`src/rtl/tri_xor_accum_arb.sv`:
```
// Round-robin arbiter that shares one XOR accumulator among NREQ requesters.
// Each multi-beat packet folds into one result, tagged with the owner's ID.
module tri_xor_accum_arb #(
    parameter int WIDTH = 64,
    parameter int NREQ  = 4
) (
    input  logic                  clk,
    input  logic                  rst,
    input  logic [NREQ-1:0]       req_val,
    input  logic [NREQ*WIDTH-1:0] req_data,
    input  logic [NREQ-1:0]       req_last,
    output logic [NREQ-1:0]       req_rdy,
    output logic                  res_val,
    output logic [2:0]            res_id,
    output logic [WIDTH-1:0]      res_data,
    output logic                  res_err,
    input  logic                  res_rdy
);
    localparam int IW = (NREQ > 2) ? $clog2(NREQ) : 1;

    typedef enum logic [1:0] {IDLE, ACCUM, DONE} state_t;

    state_t            state, state_nxt;
    logic [IW-1:0]     ptr, gnt, pick, gnt_inc;
    logic              any_req;
    logic [WIDTH-1:0]  acc, beat_data;
    logic [3:0]        beat_cnt;
    logic              err;
    logic              beat_ok, beat_last, close_pkt;
    logic [2*NREQ-1:0] rot;
    logic [WIDTH-1:0]  beats [NREQ];

    for (genvar g = 0; g < NREQ; g++) begin : g_slice
        assign beats[g] = req_data[g*WIDTH +: WIDTH];
    end

    // Rotating the request vector by ptr turns the search into a plain first-set scan.
    assign any_req = |req_val;
    assign rot     = {req_val, req_val} >> ptr;

    always_comb begin
        int s;
        logic found;
        pick  = ptr;
        found = 1'b0;
        s     = 0;
        for (int i = 0; i < NREQ; i++) begin
            if (!found && rot[i]) begin
                found = 1'b1;
                s = int'(ptr) + i;
                if (s >= NREQ) s = s - NREQ;
                pick = IW'(s);
            end
        end
    end

    assign beat_data = beats[gnt];
    assign beat_ok   = (state == ACCUM) && req_val[gnt];
    assign beat_last = req_last[gnt];
    assign close_pkt = beat_ok && (beat_last || beat_cnt == 4'd15);
    assign gnt_inc   = (gnt == IW'(NREQ - 1)) ? '0 : gnt + IW'(1);

    always_ff @(posedge clk) begin
        if (rst) state <= IDLE;
        else     state <= state_nxt;
    end

    always_comb begin
        state_nxt = state;
        case (state)
            IDLE:    if (any_req)   state_nxt = ACCUM;
            ACCUM:   if (close_pkt) state_nxt = DONE;
            DONE:    if (res_rdy)   state_nxt = IDLE;
            default: state_nxt = IDLE;
        endcase
    end

    always_ff @(posedge clk) begin
        if (rst) begin
            ptr      <= '0;
            gnt      <= '0;
            acc      <= '0;
            beat_cnt <= '0;
            err      <= 1'b0;
        end else begin
            case (state)
                IDLE: if (any_req) begin
                    gnt      <= pick;
                    acc      <= '0;
                    beat_cnt <= '0;
                    err      <= 1'b0;
                end
                ACCUM: if (beat_ok) begin
                    acc      <= acc ^ beat_data;
                    beat_cnt <= beat_cnt + 4'd1;
                    if (close_pkt) err <= ~beat_last;
                end
                DONE: if (res_rdy) ptr <= gnt_inc;
                default: ;
            endcase
        end
    end

    // Outputs decode only state and registered values, never the live inputs.
    always_comb begin
        req_rdy  = '0;
        res_val  = 1'b0;
        res_id   = '0;
        res_data = '0;
        res_err  = 1'b0;
        if (state == ACCUM) req_rdy[gnt] = 1'b1;
        if (state == DONE) begin
            res_val  = 1'b1;
            res_id   = 3'(gnt);
            res_data = acc;
            res_err  = err;
        end
    end
endmodule
```
`config.mk`:
```
export PLATFORM = sky130hd
export DESIGN_NAME = tri_xor_accum_arb
export DESIGN_NICKNAME = d
export VERILOG_FILES = /design/src/rtl/tri_xor_accum_arb.sv
export SDC_FILE = /design/constraint.sdc
export NUM_CORES = 1
export LEC_CHECK = 0
export CAP_MARGIN = 20
export CORE_ASPECT_RATIO = 1.75
export CORE_UTILIZATION = 30
export DETAILED_ROUTE_END_ITERATION = 8
export PLACE_DENSITY = 0.69
export SYNTH_ARGS = -nofsm -noshare
export SYNTH_HDL_FRONTEND = slang
export SYNTH_SLANG_ARGS = --single-unit
```
`constraint.sdc`:
```
create_clock -name clk -period 6.26 [get_ports clk]
set_clock_uncertainty 0.2 [all_clocks]
set_input_delay 0.939 -clock clk [delete_from_list [all_inputs] [get_ports clk]]
set_output_delay 0.939 -clock clk [all_outputs]
set_load 0.02 [all_outputs]
```
# --- Word level (Yosys, flattened, before mapping) ---
# Cells that the tools add are included.
classes:
  div: 0
  addsub: 9
  bitwise_logic: 3
  n_eq_ne: 8
  shift: 1
  mux: 40
  multipliers: 0
  n_reduce_logical: 18
  n_lt_le_gt_ge: 7
op_table:
  columns: ["operator", "n"]
  rows:
  - ["$mux W64", 5]
  - ["$bmux W64 S2", 1]
  - ["$pmux W64 S2", 1]
  - ["$xor A64 B64 Y64", 1]
  - ["$mux W2", 13]
  - ["$ge A3 B3 Y1 const B", 4]
  - ["$mux W4", 3]
  - ["$mux W1", 11]
  - ["$ne A2 B2 Y1 const B", 4]
  - ["$pmux W4 S2", 1]
  - ["$shr A8 B2 Y4", 1]
  - ["$sub A2 B1 Y2 const B", 4]
  - ["$add A2 B2 Y3 const B", 2]
  - ["$logic_and A1 B1 Y1", 6]
  - ["$pmux W2 S3", 1]
  - ["$reduce_and A3 Y1", 2]
  - ["$add A4 B1 Y4 const B", 1]
  - ["$bmux W1 S2", 2]
  - ["$eq A2 B2 Y1 const B", 2]
  - ["$eq A4 B4 Y1 const B", 1]
  - ["$reduce_and A2 Y1", 2]
  - ["$reduce_and A4 Y1", 1]
  - ["$reduce_or A4 Y1", 1]
  - ["$add A2 B1 Y3 const B", 1]
  - ["13 further kinds", 15]
word_totals:
  mem_count: 0
  register_bits: 75
  latchBits: 0
  wordCells: 92
  input_bits: 267
  output_inout_bits: 73
  rom_bits: 0
  mem_bits_rw: 0

# --- Depth between registers and ports, before layout ---
# Gate-level depths: netlist of run 1.
logic_depth:
  ltp_word: 11
  ltp_mapped: 8
  depth_no_buf: 4

# --- Least setup slack after synthesis of run 1 ---
# Ideal clock, no wire load.
synth_path:
  path_type: "reg-to-output"
  from: "register gnt[1]"
  to: "output port req_rdy[0]"
  arrival_time_ns: 1.366
  required_time_ns: 5.121
  n_path_buf: 3
  setup_slack_ns: 3.755
  path_stages_with_launch: 7
  path_cell_list: "dfxtp_1 -> clkbuf_1 -> buf_2 -> buf_2 -> inv_1 -> ha_1 -> and2_1"
synth_between:
  elab_chain_len: 5
  elab_cells_between_ends: 6
  classes_between: "2 x order compare; 3 x mux; 1 x reduce/logical"
synth_rtl:
  columns: ["element", "line_no", "rtl"]
  rows:
  - ["start, declared", "24", "logic [IW-1:0] ptr, gnt, pick, gnt_inc;"]
  - ["start signal, assigned", "88", "gnt <= pick;"]
  - ["$lt A2 B3 Y1 (implied by the code) or $ge A2 B1 Y1 (tied branches)", "111", "if (state == ACCUM) req_rdy[gnt] = 1'b1;"]
  - ["$logic_and A1 B1 Y1 (implied by the code)", "111", null]
  - ["$mux W1 (implied by the code)", "111", null]
  - ["$demux W1 S2 *", "111", null]
  - ["$mux W4 *", "111", null]
  - ["end, declared", "12", "output logic [NREQ-1:0] req_rdy,"]
# Mark *: on every way between the ends. The rest lies on a longest branch, timed or not.

# --- Worst setup path after layout of run 1 ---
layout_path:
  from: "register state[1]"
  to: "output port res_data[61]"
layout_between:
  elab_chain_len: 2
layout_rtl:
  columns: ["element", "line_no", "rtl"]
  rows:
  - ["start, declared", "23", "state_t state, state_nxt;"]
  - ["start signal, assigned", "65", "else state <= state_nxt;"]
  - ["$eq A2 B2 Y1", "112", "if (state == DONE) begin"]
  - ["$mux W64", "112", null]
  - ["end, declared", "15", "output logic [WIDTH-1:0] res_data,"]
# Every way passes these cells.

==> qor.yml, run 1 <==
floorplanning:
  die_y_um: 177
  core_um2: 17000
  die_w_um: 102
  placementRows: 63
  start_util: 0.307
  die-area_um2: 18000
  num_io_pins: 340
synthesis:
  netlist_instances: 515
  yosysSeqAreaShare: 0.287
  synthArstFlopShare: 0
  synth.most_common_cell: "dfxtp_1"
  synth_top_area_share: 0.287
  yosysTopAreaCell: "dfxtp_1"
  synthTopCellsByArea: "dfxtp_1 (29%), mux4_2 (28%), xor2_1 (11%)"
  synth_warnings: 0
  synth.distinct_cells: 34
  synth_area_um2: 5230
  syn_area_per_cell_um2: 10.1
  yosys_most_used_dff: "dfxtp_1"
  synth_commonest_cells: "dfxtp_1 (75), and2_1 (72), nor2_1 (70), mux4_2 (66), xor2_1 (66)"
  ys_ff_latch: 75
  synth_edf_count: 0
  synthesis.nets: 787
worst_setup_path:
  worstPathRequired_ps: 5120
  cp_top_family: "buffers and inverters"
  startpoint_type: "flop"
  cp_data_arrival_time_ps: 2720
  end_kind: "output port"
  crit_slowest_cell: "clkdlybuf4s50_1"
  criticalPathCategory: "reg -> out"
  critPathMaxStageDelay_ps: 640
  cp_cell_sequence: "nor2b_4 > buf_4 > and2_1 > clkdlybuf4s50_1"
  worstPathBufferInverterCount: 2
  worst-path-max-fanout: 42
finish:
  syn_to_final_growth_pct: 72.2
  fillers: 1583
  fin_util: 0.529
  final_area_um2: 9000
  drive_gt1_frac: 0.124
  finalNetCount: 1091
  antenna_cells: 0
  final_cells: 1051
clocking:
  cts_tree: "yes"
  post-cts-setup-buffers: 0
  postCtsHoldBufs: 0
  clk_pin_slew_worst_paths_ps: 60
  clock-root-buffer: "clkbuf_16"
  cts_resized: 0
  clock-sinks: 75
  cts-htree-levels: 3
  clkLatencyLatePin_ps: 330
  cts_buffers: 9
  clk_path_buf_depth: 2
worst_hold_path:
  worstHoldPathType: "reg -> reg"
global_route:
  grt_max_degree: 71
  track_usage: 0.198
  use_met1: 0.211
  antenna_found_initial: 0
  grt_pass1_vias: 5182
  met3_usage: 0.0384
  grt_use_met2: 0.378
  grt.busiest_layer: "met2"
  gr-total-overflow: 0
  grt_first_pass_wirelength_um: 26900
place:
  port_buffers: 338
  routabilityCongestion: 0.772
  postPlaceCellArea_um2: 8700
  dp_cells: 1035
  dpl.hpwl_um: 14000
run_status:
  status: "completed"
sta:
  tightest_slew_ps: 974
  period_needed_ps: 3860
  rsz0062_at_grt: "no"
  fmax_ghz: 0.259
  slew_headroom: 0.350
  slew_viol_final: 0
  finalSetupViolCount: 0
  fin_crit_sh: 0.616
  setup_tns_ps: 0
  finalHoldViolCount: 0
drt:
  wl_per_cell_um: 17.0
  dr_total_vias: 4973
  dr.pass1.iters: 4
  ant_nets: 0
  route.detailed.drc: 0
  wl_um: 17800
  routed_via_density: 4.73
  detail_route.iter0.violations: 129
power_and_ir_drop:
  ir_drop_mv: 0.128
  leakage_nw: 3.14
  power_density_nw_per_um2: 168
flow_run:
  max_cap_viol_count: 0
-- worst reg2reg max path: stages, from the launching register on --
cell	delay [ps]
dfxtp_4	940
mux4_2	790
buf_4	560
nand2_1	190
mux2_2	320
nor2_1	70
-- cell type report --
type,count,area (um2),share of cell area
flip-flops and latches,75,1510,0.168
clock buffers,10,229,0.0254
repair buffers,343,3420,0.380
multi-input cells,385,3470,0.386
well taps,227,284,0.0316
clock inverters,6,66.3,0.00737
inverters,5,18.8,0.00209
-- logic make-up (layout without fill, tap and decap cells) --
kind of cell / Yosys count / count (layout) / synth area share
AOI/OAI and AO/OA: 17 / 17 / 0.0213
xor gates and xnor gates: 66 / 66 / 0.111
adders and majority gates: 5 / 5 / 0.0120
buffers and inverters: 55 / 364 / 0.0517
DFF: 75 / 75 / 0.287
muxes: 67 / 67 / 0.287
other: 1 / 1 / 0.000718
and+or+nand+nor: 229 / 229 / 0.230
-- per-layer routing --
layer	routed length, um	part of all wire
met5	0	0
met4	365	0.020
met3	1020	0.057
met2	9950	0.56
met1	6510	0.37
-- sequential cells by signal (all words and copies together), names as in the netlist --
register  count
acc          64
beat_cnt      4
err           1
gnt           2
ptr           2
state         2
-- power by group --
group          switching (mW)  internal (mW)
Sequential             0.0438          0.496
Clock                   0.200          0.308
Combinational           0.173          0.292
Total                   0.417           1.10
-- per-stage QoR --
step / power [mW] / setup WS [ps] / hold slack (ps)
2_1_floorplan: 0.799 / 3760 / 259
3_3_place_gp: 1.02 / 2660 / 282
3_5_place_dp: 1.02 / 2640 / 288
4_1_cts: 1.54 / 2340 / 298
5_1_grt: 1.60 / 2230 / 311
6_report: 1.51 / 2400 / 298
-- worst paths after layout --
check	startpoint	endpoint	slack [ps]	cells after the start
setup / recovery	state[1]	res_data[61]	2400	4
hold / removal	ptr[0]	ptr[0]	300	2
setup reg to reg	gnt[1]	beat_cnt[0]	3130	5
hold reg to reg	ptr[0]	ptr[0]	300	2
-- placed cells by master (no fill, tap or decap) --
cell type | netlist | final
nand2_1 | 6 | 6
mux4_2 | 66 | 66
o21a_1 | 1 | 1
inv_1 | 4 | 4
clkinv_4 | 0 | 1
bufinv_16 | 0 | 1
a41oi_1 | 1 | 1
a211oi_1 | 3 | 3
a22oi_1 | 1 | 1
o21ai_0 | 1 | 1
nand3_2 | 9 | 9
clkdlybuf4s50_1 | 0 | 338
o211ai_1 | 1 | 1
nor2_1 | 70 | 70
o31ai_1 | 2 | 2
inv_2 | 1 | 1
clkinv_2 | 0 | 1
ha_1 | 5 | 5
nor4_1 | 1 | 1
and3_1 | 2 | 2
conb_1 | 1 | 1
nor2b_4 | 0 | 2
and2_1 | 72 | 72
clkinvlp_4 | 0 | 3
nand3_1 | 58 | 58
a21oi_1 | 4 | 4
nor3_1 | 3 | 3
a31oi_1 | 2 | 2
dfxtp_4 | 0 | 2
nor2b_1 | 4 | 2
clkbuf_1 | 19 | 1
xor2_1 | 66 | 66
buf_4 | 2 | 5
mux2_2 | 1 | 1
dfxtp_1 | 75 | 73
o21ai_1 | 1 | 1
nand2b_2 | 0 | 1
nand2b_1 | 2 | 1
or3_1 | 2 | 2
clkbuf_16 | 0 | 9
(Power assumes the default switching activity.)
==> inputs of run 2 (changes only) <==
==> constraint.sdc (replaced) <==
create_clock -name clk -period 3.9 [get_ports clk]
set_clock_uncertainty 0.2 [all_clocks]
set_input_delay 0.585 -clock clk [delete_from_list [all_inputs] [get_ports clk]]
set_output_delay 0.585 -clock clk [all_outputs]
set_load 0.02 [all_outputs]
==> qor.yml, run 2 (same netlist as run 1, synthesis figures left out) <==
floorplanning:
  die-area_um2: 18000
  core_um2: 17000
  placementRows: 63
  die_y_um: 177
  die_w_um: 102
  start_util: 0.307
  num_io_pins: 340
place:
  routabilityCongestion: 0.756
  port_buffers: 338
  dpl.hpwl_um: 14200
global_route:
  grt_max_degree: 68
  grt_pass1_vias: 5205
  track_usage: 0.202
  gr-total-overflow: 0
  antenna_found_initial: 1
  grt_first_pass_wirelength_um: 27000
finish:
  largestRegisters: "acc (64), beat_cnt (4)"
  fillers: 1603
  largest_reg_flops: 64
  syn_to_final_growth_pct: 73.4
  finalNetCount: 1094
  mostFrequentLayoutCells: "clkdlybuf4s50_1 (338), dfxtp_1 (73), and2_1 (72)"
  top_register: "acc"
  antenna_cells: 0
  fin_util: 0.532
  drive_gt1_frac: 0.128
  multi_input_comb_area_um2: 3470
  layout_commonest_cell: "clkdlybuf4s50_1"
  seq_area_um2: 1510
clocking:
  cts_buffers: 9
  clkLatencyLatePin_ps: 330
  cts_tree: "yes"
  clk_path_buf_depth: 2
  cts_resized: 0
  clock-sinks: 75
  clk_pin_slew_worst_paths_ps: 60
  post-cts-setup-buffers: 0
  cts-htree-levels: 3
  postCtsHoldBufs: 0
  clock-root-buffer: "clkbuf_16"
power_and_ir_drop:
  internal_power_mw: 1.80
  seqPwrFrac: 0.339
  power_frac_comb: 0.315
  swShare: 0.274
  power_density_nw_per_um2: 274
  ir_drop_mv: 0.167
  power_switching_mw: 0.680
  leakage_nw: 3.17
  clockPowerShare: 0.346
worst_setup_path:
  worstPathBufferInverterCount: 2
  worst-path-max-fanout: 43
  worstPathRequired_ps: 3120
  cp_data_arrival_time_ps: 2180
  cp_cell_sequence: "nor2b_4 > buf_4 > and2_1 > clkdlybuf4s50_1"
  critPathMaxStageDelay_ps: 640
  cp.depth: 4
  end_kind: "output port"
  cp_top_family: "buffers and inverters"
  crit_slowest_cell: "clkdlybuf4s50_1"
  r2r_setup_slack_ps: 1370
  startpoint_type: "flop"
  criticalPathCategory: "reg -> out"
  ff2ff_path_depth: 5
sta:
  fin_crit_sh: 0.760
  finalHoldViolCount: 0
  period_needed_ps: 2960
  slew_headroom: 0.470
  rsz0062_at_grt: "no"
  whs_ps: 299
  setup_tns_ps: 0
  fmax_ghz: 0.337
  tightest_slew_ps: 796
  finalSetupViolCount: 0
  slew_viol_final: 0
drt:
  dr.pass1.iters: 5
  wl_um: 18100
  route.detailed.drc: 0
  ant_nets: 0
  dr_total_vias: 5007
  routed_via_density: 4.75
  detail_route.iter0.violations: 118
  wl_per_cell_um: 17.2
worst_hold_path:
  worstHoldPathType: "reg -> reg"
  hold_path_depth: 2
flow_run:
  max_cap_viol_count: 0
run_status:
  status: "completed"
==> run 2: per-layer routing <==
metal,track usage,part of all wire
met3,0.0455,0.064
met1,0.208,0.35
met2,0.391,0.57
met4,0.0574,0.016
met5,0,0.00055
==> run 2: path summary, 6_finish.rpt <==
check / end / start
worst max-delay path: res_data[40] / state[1]
worst min-delay path: acc[34] / acc[34]
worst max register to register: acc[9] / gnt[1]
worst min register to register: acc[34] / acc[34]
==> run 2: power groups by stage <==
stage	Sequential [mW]	Clock (mW)	Combinational, mW
after global placement	0.860	0	0.787
after CTS	0.843	0.883	0.797
after detailed placement	0.860	0	0.794
final	0.842	0.859	0.783
after global routing	0.848	0.920	0.852
after floorplan	0.828	0	0.454
==> run 2: worst register-to-register path, cell delays in order (launching register included) <==
cell	delay, ps
dfxtp_4	650
mux4_2	860
buf_12	310
nand3_1	160
xor2_1	190
nor2_1	50
==> run 2: final cells by class <==
class	instances	area share
inverters	5	0.00207
multi-input cells	385	0.383
clock buffers	11	0.0279
clock inverters	5	0.00649
flip-flops and latches	75	0.167
repair buffers	346	0.383
well taps	227	0.0313
==> run 2: per-stage QoR <==
step	std cells	power [mW]	worst slack [ps]	instance area, um2
global route	1054	2.62	795	9060
global placement	1038	1.65	955	8750
floorplan	515	1.28	1750	5230
detailed placement	1038	1.65	911	8750
finish	1054	2.48	937	9060
CTS	1054	2.52	892	9060
==> inputs of run 3 (changes only) <==
==> constraint.sdc (replaced) <==
create_clock -name clk -period 2.75 [get_ports clk]
set_clock_uncertainty 0.2 [all_clocks]
set_input_delay 0.4125 -clock clk [delete_from_list [all_inputs] [get_ports clk]]
set_output_delay 0.4125 -clock clk [all_outputs]
set_load 0.02 [all_outputs]
==> qor.yml, run 3 (same netlist as run 1, synthesis figures left out) <==
run_status:
  status: "completed"
sta:
  rsz0062_at_grt: "no"
  finalSetupViolCount: 0
  fin_crit_sh: 0.958
  fmax_ghz: 0.380
  period_needed_ps: 2630
  finalHoldViolCount: 0
  setup_tns_ps: 0
  fin_ws_ps: 116
  slew_viol_final: 0
clocking:
  postCtsHoldBufs: 0
  cts_tree: "yes"
  clk_pin_slew_worst_paths_ps: 60
  clkLatencyLatePin_ps: 330
  cts_buffers: 9
  clock-root-buffer: "clkbuf_16"
  post-cts-setup-buffers: 0
  cts-htree-levels: 3
  clk_path_buf_depth: 2
  clock-sinks: 75
floorplanning:
  start_util: 0.307
  placementRows: 63
  die_w_um: 102
  die-area_um2: 18000
  num_io_pins: 340
  die_y_um: 177
  core_um2: 17000
finish:
  syn_to_final_growth_pct: 75.5
  finalNetCount: 1101
  drive_gt1_frac: 0.133
  mostFrequentLayoutCells: "clkdlybuf4s50_1 (335), dfxtp_1 (73), and2_1 (72)"
  top_register: "acc"
  antenna_cells: 0
  layout_commonest_cell: "clkdlybuf4s50_1"
  final_cells: 1061
  largest_reg_flops: 64
  largestRegisters: "acc (64), beat_cnt (4)"
drt:
  ant_nets: 0
  dr_total_vias: 5036
  routed_via_density: 4.75
  route.detailed.drc: 0
  wl_um: 18100
  dr.pass1.iters: 4
  wl_per_cell_um: 17.1
  detail_route.iter0.violations: 125
power_and_ir_drop:
  ir_drop_mv: 0.250
  leakage_nw: 3.28
  power_density_nw_per_um2: 390
  power_mw: 3.58
global_route:
  antenna_found_initial: 1
  grt_first_pass_wirelength_um: 27400
  grt_max_degree: 49
  grt_pass1_vias: 5211
  track_usage: 0.201
  gr-total-overflow: 0
place:
  dp_cells: 1045
  routabilityCongestion: 0.801
  dpl.hpwl_um: 14300
  port_buffers: 338
  place_ws_ps: 150
flow_run:
  max_cap_viol_count: 0
worst_setup_path:
  cp_data_arrival_time_ps: 2020
  end_kind: "output port"
  startpoint_type: "flop"
  worst-path-max-fanout: 48
  criticalPathCategory: "reg -> out"
  worstPathRequired_ps: 2140
worst_hold_path:
  worstHoldPathType: "reg -> reg"
-- run 3: cell types whose count changed in the layout (fill, tap and decap cells not counted) --
cell             previous run  this run
clkdlybuf4s50_1           338       335
buf_4                       6         9
inv_6                       1         0
bufinv_16                   1         2
clkbuf_1                    0         2
clkinvlp_4                  2         1
dlymetal6s2s_1              0         3
clkinv_2                    1         2
clkbuf_8                    2         0
buf_12                      2         6
-- run 3: final cells by class --
type,instances,area [um2]
Multi-Input combinational cell,385,3470
Clock inverter,5,77.6
Timing Repair Buffer,353,3580
Clock buffer,11,233
Inverter,5,18.8
Tap cell,227,284
Sequential cell,75,1510
Fill cell,1551,7860
-- run 3: repair_timing --
item                       4_1_cts  5_1_grt
setup endpoints to repair        0        3
gates resized for setup          0        3
hold endpoints to repair         0        0
-- run 3: critical path, cell delays in order (launching register included) --
cell and delay, ps:
dfxtp_1 440, nor2b_4 220, buf_12 220, and2_1 160, clkdlybuf4s50_1 640
-- run 3: per-stage QoR --
stage / area [um2] / hold WS, ps / util
final: 9170 / 294 / 0.539
after global routing: 9170 / 325 / 0.539
after CTS: 9160 / 294 / 0.538
after detailed placement: 8850 / 287 / 0.520
after global placement: 8850 / 282 / 0.520
after floorplan: 5230 / 259 / -
-- run 3: final timing paths --
kind                               start           end  slack, ps  depth (start not counted)
worst max-delay path            state[1]  res_data[52]        120                          4
worst min-delay path              ptr[0]        ptr[0]        290                          2
worst max register to register    gnt[0]       acc[21]        500                          5
worst min register to register    ptr[0]        ptr[0]        290                          2
-- run 3: metal layers --
metal	up-vias	global-route usage	wire length [um]
met5	-	0	8
met4	2	0.0604	302
met3	18	0.0416	1100
met2	198	0.373	9870
met1	2384	0.224	6810
li1	2434	-	-
-- run 3: power breakdown --
group          internal, mW  switching [mW]
Sequential             1.13          0.0488
Combinational         0.696           0.455
Clock                 0.792           0.454
